### src/rtl/servant_uart_tx.sv
// servant_uart_tx: 8N1 UART transmitter behind a two-register bus port (DATA/STATUS).
// Define SERVANT_UART_TX_FIFO_EN for a FIFO_DEPTH-entry FIFO; otherwise a single holding register.
//
// state | meaning
// IDLE  | line high, waiting for a stored byte
// START | start bit (line low)
// DATA  | eight data bits, LSB first
// STOP  | stop bit (line high); chains directly to START when more data is stored

module servant_uart_tx #(
  parameter int CLKS_PER_BIT = 868,
  parameter int FIFO_DEPTH   = 4
) (
  input  logic        i_wb_clk,
  input  logic        i_wb_rst_n,
  input  logic        i_wb_adr,
  input  logic [7:0]  i_wb_dat,
  input  logic        i_wb_we,
  input  logic        i_wb_cyc,
  output logic [31:0] o_wb_rdt,
  output logic        o_wb_ack,
  output logic        o_tx,
  output logic        o_irq
);

  localparam int            CW       = $clog2(CLKS_PER_BIT);
  localparam logic [CW-1:0] BIT_LAST = CW'(CLKS_PER_BIT - 1);

  typedef enum logic [1:0] {S_IDLE, S_START, S_DATA, S_STOP} state_t;

  state_t        state_q, state_d;
  logic [CW-1:0] cnt_q, cnt_d;
  logic [2:0]    idx_q, idx_d;
  logic [7:0]    shreg_q, shreg_d;
  logic          tx_q, tx_d;
  logic          ack_q, ack_d;
  logic [31:0]   rdt_q, rdt_d;
  logic          ovf_q, ovf_d;

  logic       req, wr_en, stat_rd;
  logic       push, pop, ovf_set;
  logic       full, empty, busy;
  logic [7:0] head;

`ifdef SERVANT_UART_TX_FIFO_EN
  localparam int AW = $clog2(FIFO_DEPTH);

  logic [7:0]  mem_q [FIFO_DEPTH];
  logic [7:0]  mem_d [FIFO_DEPTH];
  logic [AW-1:0] wr_ptr_q, wr_ptr_d, rd_ptr_q, rd_ptr_d;
  logic [AW:0]   count_q, count_d;

  assign full  = (count_q == (AW+1)'(FIFO_DEPTH));
  assign empty = (count_q == '0);
  assign head  = mem_q[rd_ptr_q];

  // When full, a simultaneous push lands in the slot being popped this edge.
  always_comb begin
    mem_d    = mem_q;
    wr_ptr_d = wr_ptr_q;
    rd_ptr_d = rd_ptr_q;
    count_d  = count_q;
    if (push) begin
      mem_d[wr_ptr_q] = i_wb_dat;
      wr_ptr_d        = wr_ptr_q + AW'(1);
    end
    if (pop) begin
      rd_ptr_d = rd_ptr_q + AW'(1);
    end
    case ({push, pop})
      2'b10:   count_d = count_q + (AW+1)'(1);
      2'b01:   count_d = count_q - (AW+1)'(1);
      default: count_d = count_q;
    endcase
  end

  always_ff @(posedge i_wb_clk or negedge i_wb_rst_n) begin
    if (!i_wb_rst_n) begin
      mem_q    <= '{default: '0};
      wr_ptr_q <= '0;
      rd_ptr_q <= '0;
      count_q  <= '0;
    end else begin
      mem_q    <= mem_d;
      wr_ptr_q <= wr_ptr_d;
      rd_ptr_q <= rd_ptr_d;
      count_q  <= count_d;
    end
  end
`else
  logic [7:0] hold_q, hold_d;
  logic       hold_vld_q, hold_vld_d;
  logic       unused_fifo_depth;

  assign unused_fifo_depth = (FIFO_DEPTH > 0);
  assign full  = hold_vld_q;
  assign empty = !hold_vld_q;
  assign head  = hold_q;

  always_comb begin
    hold_d     = hold_q;
    hold_vld_d = hold_vld_q;
    if (push) begin
      hold_d     = i_wb_dat;
      hold_vld_d = 1'b1;
    end else if (pop) begin
      hold_vld_d = 1'b0;
    end
  end

  always_ff @(posedge i_wb_clk or negedge i_wb_rst_n) begin
    if (!i_wb_rst_n) begin
      hold_q     <= '0;
      hold_vld_q <= 1'b0;
    end else begin
      hold_q     <= hold_d;
      hold_vld_q <= hold_vld_d;
    end
  end
`endif

  assign busy = !empty || (state_q != S_IDLE);

  always_comb begin
    state_d = state_q;
    cnt_d   = cnt_q;
    idx_d   = idx_q;
    shreg_d = shreg_q;
    tx_d    = tx_q;
    pop     = 1'b0;
    case (state_q)
      S_IDLE: begin
        if (!empty) begin
          pop     = 1'b1;
          shreg_d = head;
          cnt_d   = BIT_LAST;
          tx_d    = 1'b0;
          state_d = S_START;
        end
      end
      S_START: begin
        if (cnt_q == '0) begin
          cnt_d   = BIT_LAST;
          idx_d   = 3'd0;
          tx_d    = shreg_q[0];
          state_d = S_DATA;
        end else begin
          cnt_d = cnt_q - CW'(1);
        end
      end
      S_DATA: begin
        if (cnt_q == '0) begin
          cnt_d   = BIT_LAST;
          idx_d   = idx_q + 3'd1;
          shreg_d = {1'b0, shreg_q[7:1]};
          if (idx_q == 3'd7) begin
            tx_d    = 1'b1;
            state_d = S_STOP;
          end else begin
            tx_d = shreg_q[1];
          end
        end else begin
          cnt_d = cnt_q - CW'(1);
        end
      end
      S_STOP: begin
        if (cnt_q == '0) begin
          if (!empty) begin
            pop     = 1'b1;
            shreg_d = head;
            cnt_d   = BIT_LAST;
            tx_d    = 1'b0;
            state_d = S_START;
          end else begin
            state_d = S_IDLE;
          end
        end else begin
          cnt_d = cnt_q - CW'(1);
        end
      end
    endcase
  end

  // A full store still accepts a write when the shifter pops on the same edge.
  always_comb begin
    req     = i_wb_cyc && !ack_q;
    wr_en   = req && i_wb_we && !i_wb_adr;
    stat_rd = req && !i_wb_we && i_wb_adr;
    push    = wr_en && (!full || pop);
    ovf_set = wr_en && full && !pop;
    ack_d   = req;
    rdt_d   = stat_rd ? {29'd0, ovf_q, full, busy} : 32'd0;
    ovf_d   = ovf_set || (ovf_q && !stat_rd);
  end

  always_ff @(posedge i_wb_clk or negedge i_wb_rst_n) begin
    if (!i_wb_rst_n) begin
      state_q <= S_IDLE;
      cnt_q   <= '0;
      idx_q   <= '0;
      shreg_q <= '0;
      tx_q    <= 1'b1;
      ack_q   <= 1'b0;
      rdt_q   <= '0;
      ovf_q   <= 1'b0;
    end else begin
      state_q <= state_d;
      cnt_q   <= cnt_d;
      idx_q   <= idx_d;
      shreg_q <= shreg_d;
      tx_q    <= tx_d;
      ack_q   <= ack_d;
      rdt_q   <= rdt_d;
      ovf_q   <= ovf_d;
    end
  end

  assign o_tx     = tx_q;
  assign o_wb_ack = ack_q;
  assign o_wb_rdt = rdt_q;
  assign o_irq    = !busy;

endmodule

### config.mk
export PLATFORM = sky130hd
export DESIGN_NAME = servant_uart_tx
export DESIGN_NICKNAME = d
export VERILOG_FILES = /design/src/rtl/servant_uart_tx.sv
export SDC_FILE = /design/constraint.sdc
export NUM_CORES = 1
export LEC_CHECK = 0
export ABC_CLOCK_PERIOD_IN_PS = 4270
export CORE_MARGIN = 2
export CORE_UTILIZATION = 55
export DETAILED_ROUTE_END_ITERATION = 8
export PLACE_DENSITY_LB_ADDON = 0.08
export REMOVE_ABC_BUFFERS = 1
export SETUP_SLACK_MARGIN = 0.3
export SYNTH_ARGS = -nofsm -noshare
export SYNTH_HDL_FRONTEND = slang
export SYNTH_SLANG_ARGS = --single-unit
export TNS_END_PERCENT = 20
### constraint.sdc
create_clock -name i_wb_clk -period 4.27 [get_ports i_wb_clk]
set_clock_uncertainty 0.15 [all_clocks]
set_input_delay 0.6405 -clock i_wb_clk [delete_from_list [all_inputs] [get_ports i_wb_clk]]
set_output_delay 0.6405 -clock i_wb_clk [all_outputs]
set_load 0.05 [all_outputs]
==> metrics.csv, run 1 <==
metric,value,unit
wl_per_cell,14.9,µm
startpoint,state_q[0],
syn_avg_cell_area,10.8,µm²
port_buffers,18,
period_needed,2.98,ns
p_per_area,792,nW/µm²
power.internal,1.16,mW
h-tree-depth,2,
nNetsFinal,257,
status,finished clean,
p_total,2.03,mW
cp.required,3.48,ns
combPwrFrac,0.524,
clk_pin_slew,0.08,ns
p_sw_frac,0.426,
grt_first_pass_wirelength,7640,µm
cts_hold_repair.buffers,0,
fill_cells,340,
grt_max_degree,22,
dp_slack,1.56,ns
grt_pass1_vias,1566,
synth-seq-area-share,0.408,
async_flop_share,1.00,
yosysWarnings,0,
setup_violations,0,
synth_area,2340,µm²
area_growth,9.53,%
finalHoldViolCount,0,
postCtsSetupBuffers,0,
drt-vias-per-instance,5.51,
cp_max_fo,5,
netSwitchingPower,0.864,mW
cts_sinks,38,
grt_overflow,0,
critical_path_class,flip-flop to primary output,
place.gp.congestion,0.861,
ys.flop_type,dfrtp_1,
place_inst,278,
io_pins,48,
max-vdd-ir-drop,0.477,mV
end_kind,primary output,
core,4060,µm²
vias,1576,
cts_buffers,5,
worstReg2RegEnd,shreg_q[2],
initial_core_util,0.576,
pwr-share-clk,0.148,
final_common_cell,dfrtp_1,
timing.rr.start,state_q[0],
antenna_found_initial,0,
cts_root_buffer,clkbuf_8,
drive_above_1_share,0.199,
hpwlAfterDp,3150,µm
power_frac_seq,0.328,
synth_cell_types,49,
worstMarginPinSlew,0.919,ns
drv_cap,0,
cp-start-kind,flip-flop,
insertedDiodeCount,0,
groute.usage.overall,0.199,
cp.arrival,2.19,ns
fin_tns_setup,0,ns
synth_edf_count,0,
first_pass_iters,4,
clk_path_buf_depth,2,
reg2reg_setup_slack,1.76,ns
drc,0,
drtAntennaViolNets,0,
routed_wl,4260,µm
rows,23,
hp-class,flip-flop to flip-flop,
die-area,4780,µm²
rsz0062_at_grt,false,
met2_usage,0.317,
grt_most_used_layer,met2,
period_share,0.698,
clk-insertion-delay-late,0.29,ns
critPathCapture,o_irq,
layout_common_cells,"37 x dfrtp_1, 29 x conb_1, 25 x mux2_2, 18 x clkdlybuf4s50_1, 11 x nor2_1",
grtUsageMet1,0.267,
cts_resized,0,
r2r_cells,5,
finalMaxSlewViolations,0,
setup_slack,1.29,ns
max_freq,0.336,GHz
relSlewSlack,0.386,
grt.met3_usage,0.0552,
p_leak,1.15,nW
chipWidth,69.2,µm
synth-seq-cells,38,
fin_cells,286,
dieHeight,69.2,µm
drt-initial-drc-count,68,
cts_tree,done,
syn_inst,216,
-- area by class of cell --
| class | count | area [µm²] | area share |
|---|---|---|---|
| Multi-Input combinational cell | 161 | 1210 | 0.473 |
| Sequential cell | 38 | 952 | 0.372 |
| Timing Repair Buffer | 19 | 188 | 0.0733 |
| Clock buffer | 5 | 68.8 | 0.0269 |
| Tap cell | 50 | 62.6 | 0.0244 |
| Clock inverter | 3 | 40.0 | 0.0156 |
| Inverter | 10 | 37.5 | 0.0147 |
-- synth_stat cells, drive strengths merged, types with 2 or more instances --
cell type | n | area share
a211oi | 3 | 0.015
a21oi | 10 | 0.021
a22o | 7 | 0.026
a31oi | 4 | 0.011
a41oi | 2 | 0.0075
and2 | 2 | 0.0054
and3b | 2 | 0.0075
buf | 30 | 0.095
clkbuf | 5 | 0.0080
dfrtp | 37 | 0.40
ha | 9 | 0.048
inv | 9 | 0.014
mux2 | 25 | 0.12
nand2 | 6 | 0.0096
nand2b | 4 | 0.011
nor2 | 11 | 0.018
nor2b | 4 | 0.011
nor3 | 5 | 0.011
nor4 | 4 | 0.024
o21ai | 6 | 0.014
o22a | 2 | 0.0075
o31ai | 4 | 0.013
or2 | 2 | 0.0054
xnor2 | 2 | 0.0075
-- per-layer routing --
metal | wire, µm | vias up
met5 | 0 | -
met4 | 53 | 0
met3 | 224 | 6
met2 | 1910 | 52
met1 | 2070 | 764
li1 | - | 754
-- how the worst min path moves through the flow --
stage	from	end	slack, ns	cells after the start
detailed placement	o_wb_ack	o_wb_ack	0.30	1
global placement	o_wb_ack	o_wb_ack	0.30	1
CTS	o_wb_ack	o_wb_ack	0.31	1
floorplan	i_wb_rst_n	cnt_q[0]	0.19	0
finish	o_wb_ack	o_wb_ack	0.31	1
global route	o_wb_ack	o_wb_ack	0.35	1
-- flip-flops by register name (all words and copies together), names as in the netlist --
register,flops
ovf_q,1
state_q,2
head,8
idx_q,3
shreg_q,8
cnt_q,10
o_wb_ack,1
full,1
o_tx,1
o_wb_rdt,3
-- power by group through the flow --
stage,registers (mW),clock network (mW),logic (mW)
after floorplan,0.646,0,0.849
after global routing,0.691,0.325,1.17
after CTS,0.664,0.307,1.06
final,0.664,0.300,1.06
after detailed placement,0.670,0,1.06
after global placement,0.658,0,1.02
-- through the flow --
step	util	instance area (µm²)	hold slack [ns]
4_1_cts	0.631	2560	0.310
3_5_place_dp	0.604	2450	0.299
2_1_floorplan	-	2200	0.195
6_report	0.631	2560	0.311
5_1_grt	0.631	2560	0.351
3_3_place_gp	0.604	2450	0.297
-- kinds of logic after synthesis --
kind of cell | after synthesis | synth area share
buffers and inverters | 45 | 0.119
adders and majority gates | 9 | 0.0482
xor gates and xnor gates | 2 | 0.00750
DFF | 38 | 0.408
muxes | 26 | 0.125
other | 1 | 0.00161
and+or+nand+nor | 47 | 0.140
AOI/OAI and AO/OA | 48 | 0.151
-- worst max-delay path: stages (launching register included) --
cell and delay [ns]:
dfrtp_1 0.42, inv_1 0.16, ha_1 0.19, nor2b_1 0.27
clkdlybuf4s50_1 0.86
Note: power is estimated with default switching activity, not from simulation.
==> run 2: changes to the inputs <==
--- a/config.mk
+++ b/config.mk
@@ -5,9 +5,9 @@
 export SDC_FILE = /design/constraint.sdc
 export NUM_CORES = 1
 export LEC_CHECK = 0
-export ABC_CLOCK_PERIOD_IN_PS = 4270
+export ABC_CLOCK_PERIOD_IN_PS = 2650
 export CORE_MARGIN = 2
-export CORE_UTILIZATION = 55
+export CORE_UTILIZATION = 46
 export DETAILED_ROUTE_END_ITERATION = 8
 export PLACE_DENSITY_LB_ADDON = 0.08
 export REMOVE_ABC_BUFFERS = 1
==> constraint.sdc (replaced) <==
create_clock -name i_wb_clk -period 2.65 [get_ports i_wb_clk]
set_clock_uncertainty 0.15 [all_clocks]
set_input_delay 0.3975 -clock i_wb_clk [delete_from_list [all_inputs] [get_ports i_wb_clk]]
set_output_delay 0.3975 -clock i_wb_clk [all_outputs]
set_load 0.05 [all_outputs]
==> run 2 against run 1 <==
Effect of this change: worst setup slack worse by 0.90 ns; die area up 18%; combinational power up 73%; core utilization down 8.8 points; routed wire length up 2.3%; non-clock buffer count up 4; via count up 1.3%; cell count up 7.3%; critical path depth up 3; total power up 64%; sequential power up 63%; sequential share of layout area down 0.80 points; critical endpoint is now shreg_q[5]; largest power group unchanged; highest routed layer unchanged.
==> metrics.csv, run 2 (synthesized netlist as in run 1, its figures left out) <==
metric,value,unit
holdWs,0.0565,ns
groute.usage.overall,0.175,
power.internal,1.90,mW
final_common_cell,dfrtp_1,
netSwitchingPower,1.43,mW
clk-insertion-delay-late,0.29,ns
timing.rr.start,cnt_q[0],
status,finished clean,
r2r_cells,7,
dr_wl_met3,222,µm
critical_path_class,flip-flop to flip-flop,
h-tree-depth,2,
cts_tree,done,
grt_pass1_vias,1598,
max_freq,0.443,GHz
m1WireLength,2000,µm
core,4820,µm²
multi_input_area,1220,µm²
cp_cell_sequence,"inv_1, ha_1, nor4b_4, nand3_4, a211oi_4, buf_12, mux2_2",
period_needed,2.26,ns
setup_violations,0,
dieHeight,75.3,µm
finalMaxSlewViolations,0,
p_total,3.33,mW
dr_wl_met2,2080,µm
cp_max_fo,8,
setup_slack,0.394,ns
critPathCapture,shreg_q[5],
cts_root_buffer,clkbuf_8,
relSlewSlack,0.447,
routed_wl,4360,µm
place_inst,297,
grt_first_pass_wirelength,7500,µm
clk_path_buf_depth,2,
regMostFlops,cnt_q,
max_stage_delay,0.44,ns
power_frac_seq,0.326,
chipWidth,75.3,µm
cp-start-kind,flip-flop,
io_pins,48,
drv_cap,0,
initial_core_util,0.485,
wl_per_cell,14.2,µm
die-area,5660,µm²
cts_buffers,5,
p_leak,1.16,nW
rows,25,
combPwrFrac,0.551,
fin_cells,307,
drive_above_1_share,0.225,
route.top_layer_used,met4,
drc,0,
fin_tns_setup,0,ns
design_area,2620,µm²
hp-class,input pin to async pin,
vias,1597,
port_buffers,18,
hpwlAfterDp,3190,µm
worstMarginPinSlew,0.829,ns
period_share,0.851,
first_pass_iters,4,
largest_reg_flops,10,
grt_overflow,0,
p_sw_frac,0.430,
grt_max_degree,39,
nNetsFinal,261,
place.gp.congestion,0.833,
placed_cell_area,2480,µm²
dp_slack,0.240,ns
area_growth,11.9,%
cp.arrival,2.28,ns
finalHoldViolCount,0,
regArea,952,µm²
max-vdd-ir-drop,0.492,mV
reg2reg_setup_slack,0.39,ns
slowest_stage,dfrtp_1,
startpoint,cnt_q[0],
cts_sinks,38,
drt-vias-per-instance,5.20,
drtAntennaViolNets,0,
p_per_area,1270,nW/µm²
worstReg2RegEnd,shreg_q[5],
insertedDiodeCount,0,
cts_hold_repair.buffers,0,
rsz0062_at_grt,true,
drt-initial-drc-count,126,
pwr-share-clk,0.124,
clk_pin_slew,0.07,ns
layout_common_cells,"37 x dfrtp_1, 29 x conb_1, 25 x mux2_2, 16 x clkdlybuf4s50_1, 11 x nor2_1",
antenna_found_initial,0,
fill_cells,440,
end_kind,flip-flop,
cp.required,2.67,ns
finish.utilization,0.543,
run 2: repair_timing:
action                                  CTS  global route
pin swaps                                 1             1
endpoints found under the setup margin    8            18
buffers inserted                          2             0
gates resized for setup                   0             2
run 2: layout make-up:
cell class                      count  share of cell area
Inverter                           10              0.0144
Clock buffer                        6              0.0316
Timing Repair Buffer               23              0.0852
Sequential cell                    38               0.364
Tap cell                           67              0.0321
Multi-Input combinational cell    161               0.468
Clock inverter                      2             0.00478
run 2: worst min-delay path by stage:
stage	from	end	slack, ns	cells past startpoint
global placement	o_wb_ack	o_wb_ack	0.30	1
floorplan	i_wb_rst_n	cnt_q[0]	-0.05	0
global route	i_wb_rst_n	o_wb_rdt[1]	0.13	1
detailed placement	o_wb_ack	o_wb_ack	0.30	1
CTS	i_wb_rst_n	o_wb_rdt[0]	0.09	1
finish	i_wb_rst_n	o_wb_ack	0.06	1
run 2: critical path, delay by kind of cell, from the launching register on:
kind                       cells  cell delay [ns]
AOI/OAI and AO/OA              1             0.31
adders and majority gates      1             0.19
buffers and inverters          2             0.27
DFF                            1             0.44
muxes                          1             0.33
and+or+nand+nor                2             0.45
run 2: per-layer routing:
layer  global-route usage  vias up
met5                    0        -
met4               0.0526        0
met3               0.0388        7
met2                0.292       56
met1                0.228      772
li1                     -      762
run 2: power by group through the flow:
stage          combinational (mW)  clock, mW  sequential, mW
6_report                     1.83      0.411            1.08
5_1_grt                      2.00      0.453            1.12
4_1_cts                      1.83      0.431            1.08
3_5_place_dp                 1.76          0            1.09
3_3_place_gp                 1.71          0            1.07
2_1_floorplan                1.37          0            1.04
==> run 3: changes to the inputs <==
--- a/config.mk
+++ b/config.mk
@@ -10,6 +10,7 @@
 export CORE_UTILIZATION = 46
 export DETAILED_ROUTE_END_ITERATION = 8
 export PLACE_DENSITY_LB_ADDON = 0.08
+export RECOVER_POWER = 25
 export REMOVE_ABC_BUFFERS = 1
 export SETUP_SLACK_MARGIN = 0.3
 export SYNTH_ARGS = -nofsm -noshare
==> run 3 against run 2 <==
Effect of this change: the flow now finishes with violations (max-capacitance violations, max-slew violations); sequential cell count stayed put; cell count stayed put; core utilization hardly changed; via count stayed put; largest cell class unchanged.
==> metrics.csv, run 3 (synthesized netlist as in run 1, its figures left out) <==
metric,value,unit
status,"finished, violations left",
violations,"max-capacitance violations, max-slew violations",
drt-initial-drc-count,126,
hpwlAfterDp,3190,µm
port_buffers,18,
clk-insertion-delay-late,0.29,ns
worstMarginPinSlew,1.99,ns
cp.arrival,2.28,ns
die-area,5660,µm²
max-vdd-ir-drop,0.492,mV
groute.usage.overall,0.175,
io_pins,48,
rsz0062_at_grt,true,
h-tree-depth,2,
drv_cap,1,
antenna_found_initial,0,
cp.required,2.67,ns
drive_above_1_share,0.221,
period_needed,2.26,ns
drt-vias-per-instance,5.20,
fin_cells,307,
clk_pin_slew,0.07,ns
cp-start-kind,flip-flop,
regMostFlops,cnt_q,
period_share,0.851,
grt_pass1_vias,1598,
final_common_cell,dfrtp_1,
fin_tns_setup,0,ns
holdWs,0.312,ns
finalHoldViolCount,0,
cts_tree,done,
cp_max_fo,8,
place.gp.congestion,0.833,
dieHeight,75.3,µm
core,4820,µm²
nNetsFinal,261,
rows,25,
chipWidth,75.3,µm
routed_wl,4360,µm
grt_first_pass_wirelength,7500,µm
p_per_area,1270,nW/µm²
initial_core_util,0.485,
wl_per_cell,14.2,µm
end_kind,flip-flop,
cts_buffers,5,
finalMaxSlewViolations,39,
max_stage_delay,0.44,ns
vias,1597,
largest_reg_flops,10,
area_growth,11.9,%
max_freq,0.443,GHz
place_inst,297,
setup_violations,0,
insertedDiodeCount,0,
slowest_stage,dfrtp_1,
drtAntennaViolNets,0,
cts_sinks,38,
hp-class,flip-flop to flip-flop,
layout_common_cells,"37 x dfrtp_1, 29 x conb_1, 25 x mux2_2, 16 x clkdlybuf4s50_1, 11 x nor2_1",
p_leak,1.16,nW
drc,0,
cp_cell_sequence,"inv_1, ha_1, nor4b_4, nand3_4, a211oi_4, buf_12, mux2_2",
first_pass_iters,4,
critical_path_class,flip-flop to flip-flop,
grt_overflow,0,
relSlewSlack,-0.327,
clk_path_buf_depth,2,
grt_max_degree,39,
cts_root_buffer,clkbuf_8,
-- run 3: cell count changes in the layout (fill, tap and decap cells not counted), sizes merged --
| cell | before | now |
|---|---|---|
| clkbuf | 6 | 7 |
| buf | 7 | 6 |
-- run 3: through the flow --
step	power, mW	instance area [µm²]	setup slack [ns]	util
detailed placement	2.85	2480	0.240	0.515
global route	3.58	2610	0.216	0.543
global placement	2.78	2480	0.364	0.515
finish	3.33	2610	0.394	0.543
floorplan	2.41	2200	0.438	-
CTS	3.34	2600	0.326	0.540
-- run 3: final timing paths --
check	slack, ns	start	cells after the start	to
worst min-delay path	0.31	o_wb_ack	1	o_wb_ack
max in group asynchronous	0.70	i_wb_rst_n	1	cnt_q[0]
worst max register to register	0.39	cnt_q[0]	7	shreg_q[5]
worst min register to register	0.31	o_wb_ack	1	o_wb_ack
min in group asynchronous	0.52	i_wb_rst_n	1	o_wb_ack
worst max-delay path	0.39	cnt_q[0]	7	shreg_q[5]
-- run 3: area by class of cell --
type,instances,area [µm²]
Clock buffer,6,82.6
Clock inverter,2,12.5
Fill cell,441,2200
Inverter,10,37.5
Multi-Input combinational cell,161,1220
Sequential cell,38,952
Tap cell,67,83.8
Timing Repair Buffer,23,221
-- run 3: worst max-delay path, delay by kind of cell (launching register included) --
family,cells,cell delay (ns)
adder cells (fa/ha/maj),1,0.19
multiplexers,1,0.33
AO/OA/AOI/OAI,1,0.31
buffers and inverters,2,0.27
AND/OR/NAND/NOR,2,0.45
flip-flops,1,0.44
-- run 3: layer usage --
layer / vias up / share of wire / global-route usage
met2: 56 / 0.48 / 0.292
met1: 772 / 0.46 / 0.228
met4: 0 / 0.014 / 0.0526
met3: 7 / 0.051 / 0.0388
met5: - / 0 / 0
li1: 762 / - / -
-- run 3: power breakdown --
part	leakage, nW	switching (mW)	internal, mW
Clock	0.0472	0.202	0.209
Combinational	0.637	0.973	0.858
Sequential	0.476	0.255	0.828
Total	1.16	1.43	1.89
-- run 3: timing repair --
item / 4_1_cts / 5_1_grt
pin swaps: 1 / 1
buffers inserted: 2 / 0
gates resized for setup: 0 / 2
endpoints found under the setup margin: 8 / 18
hold buffers: 0 / 0
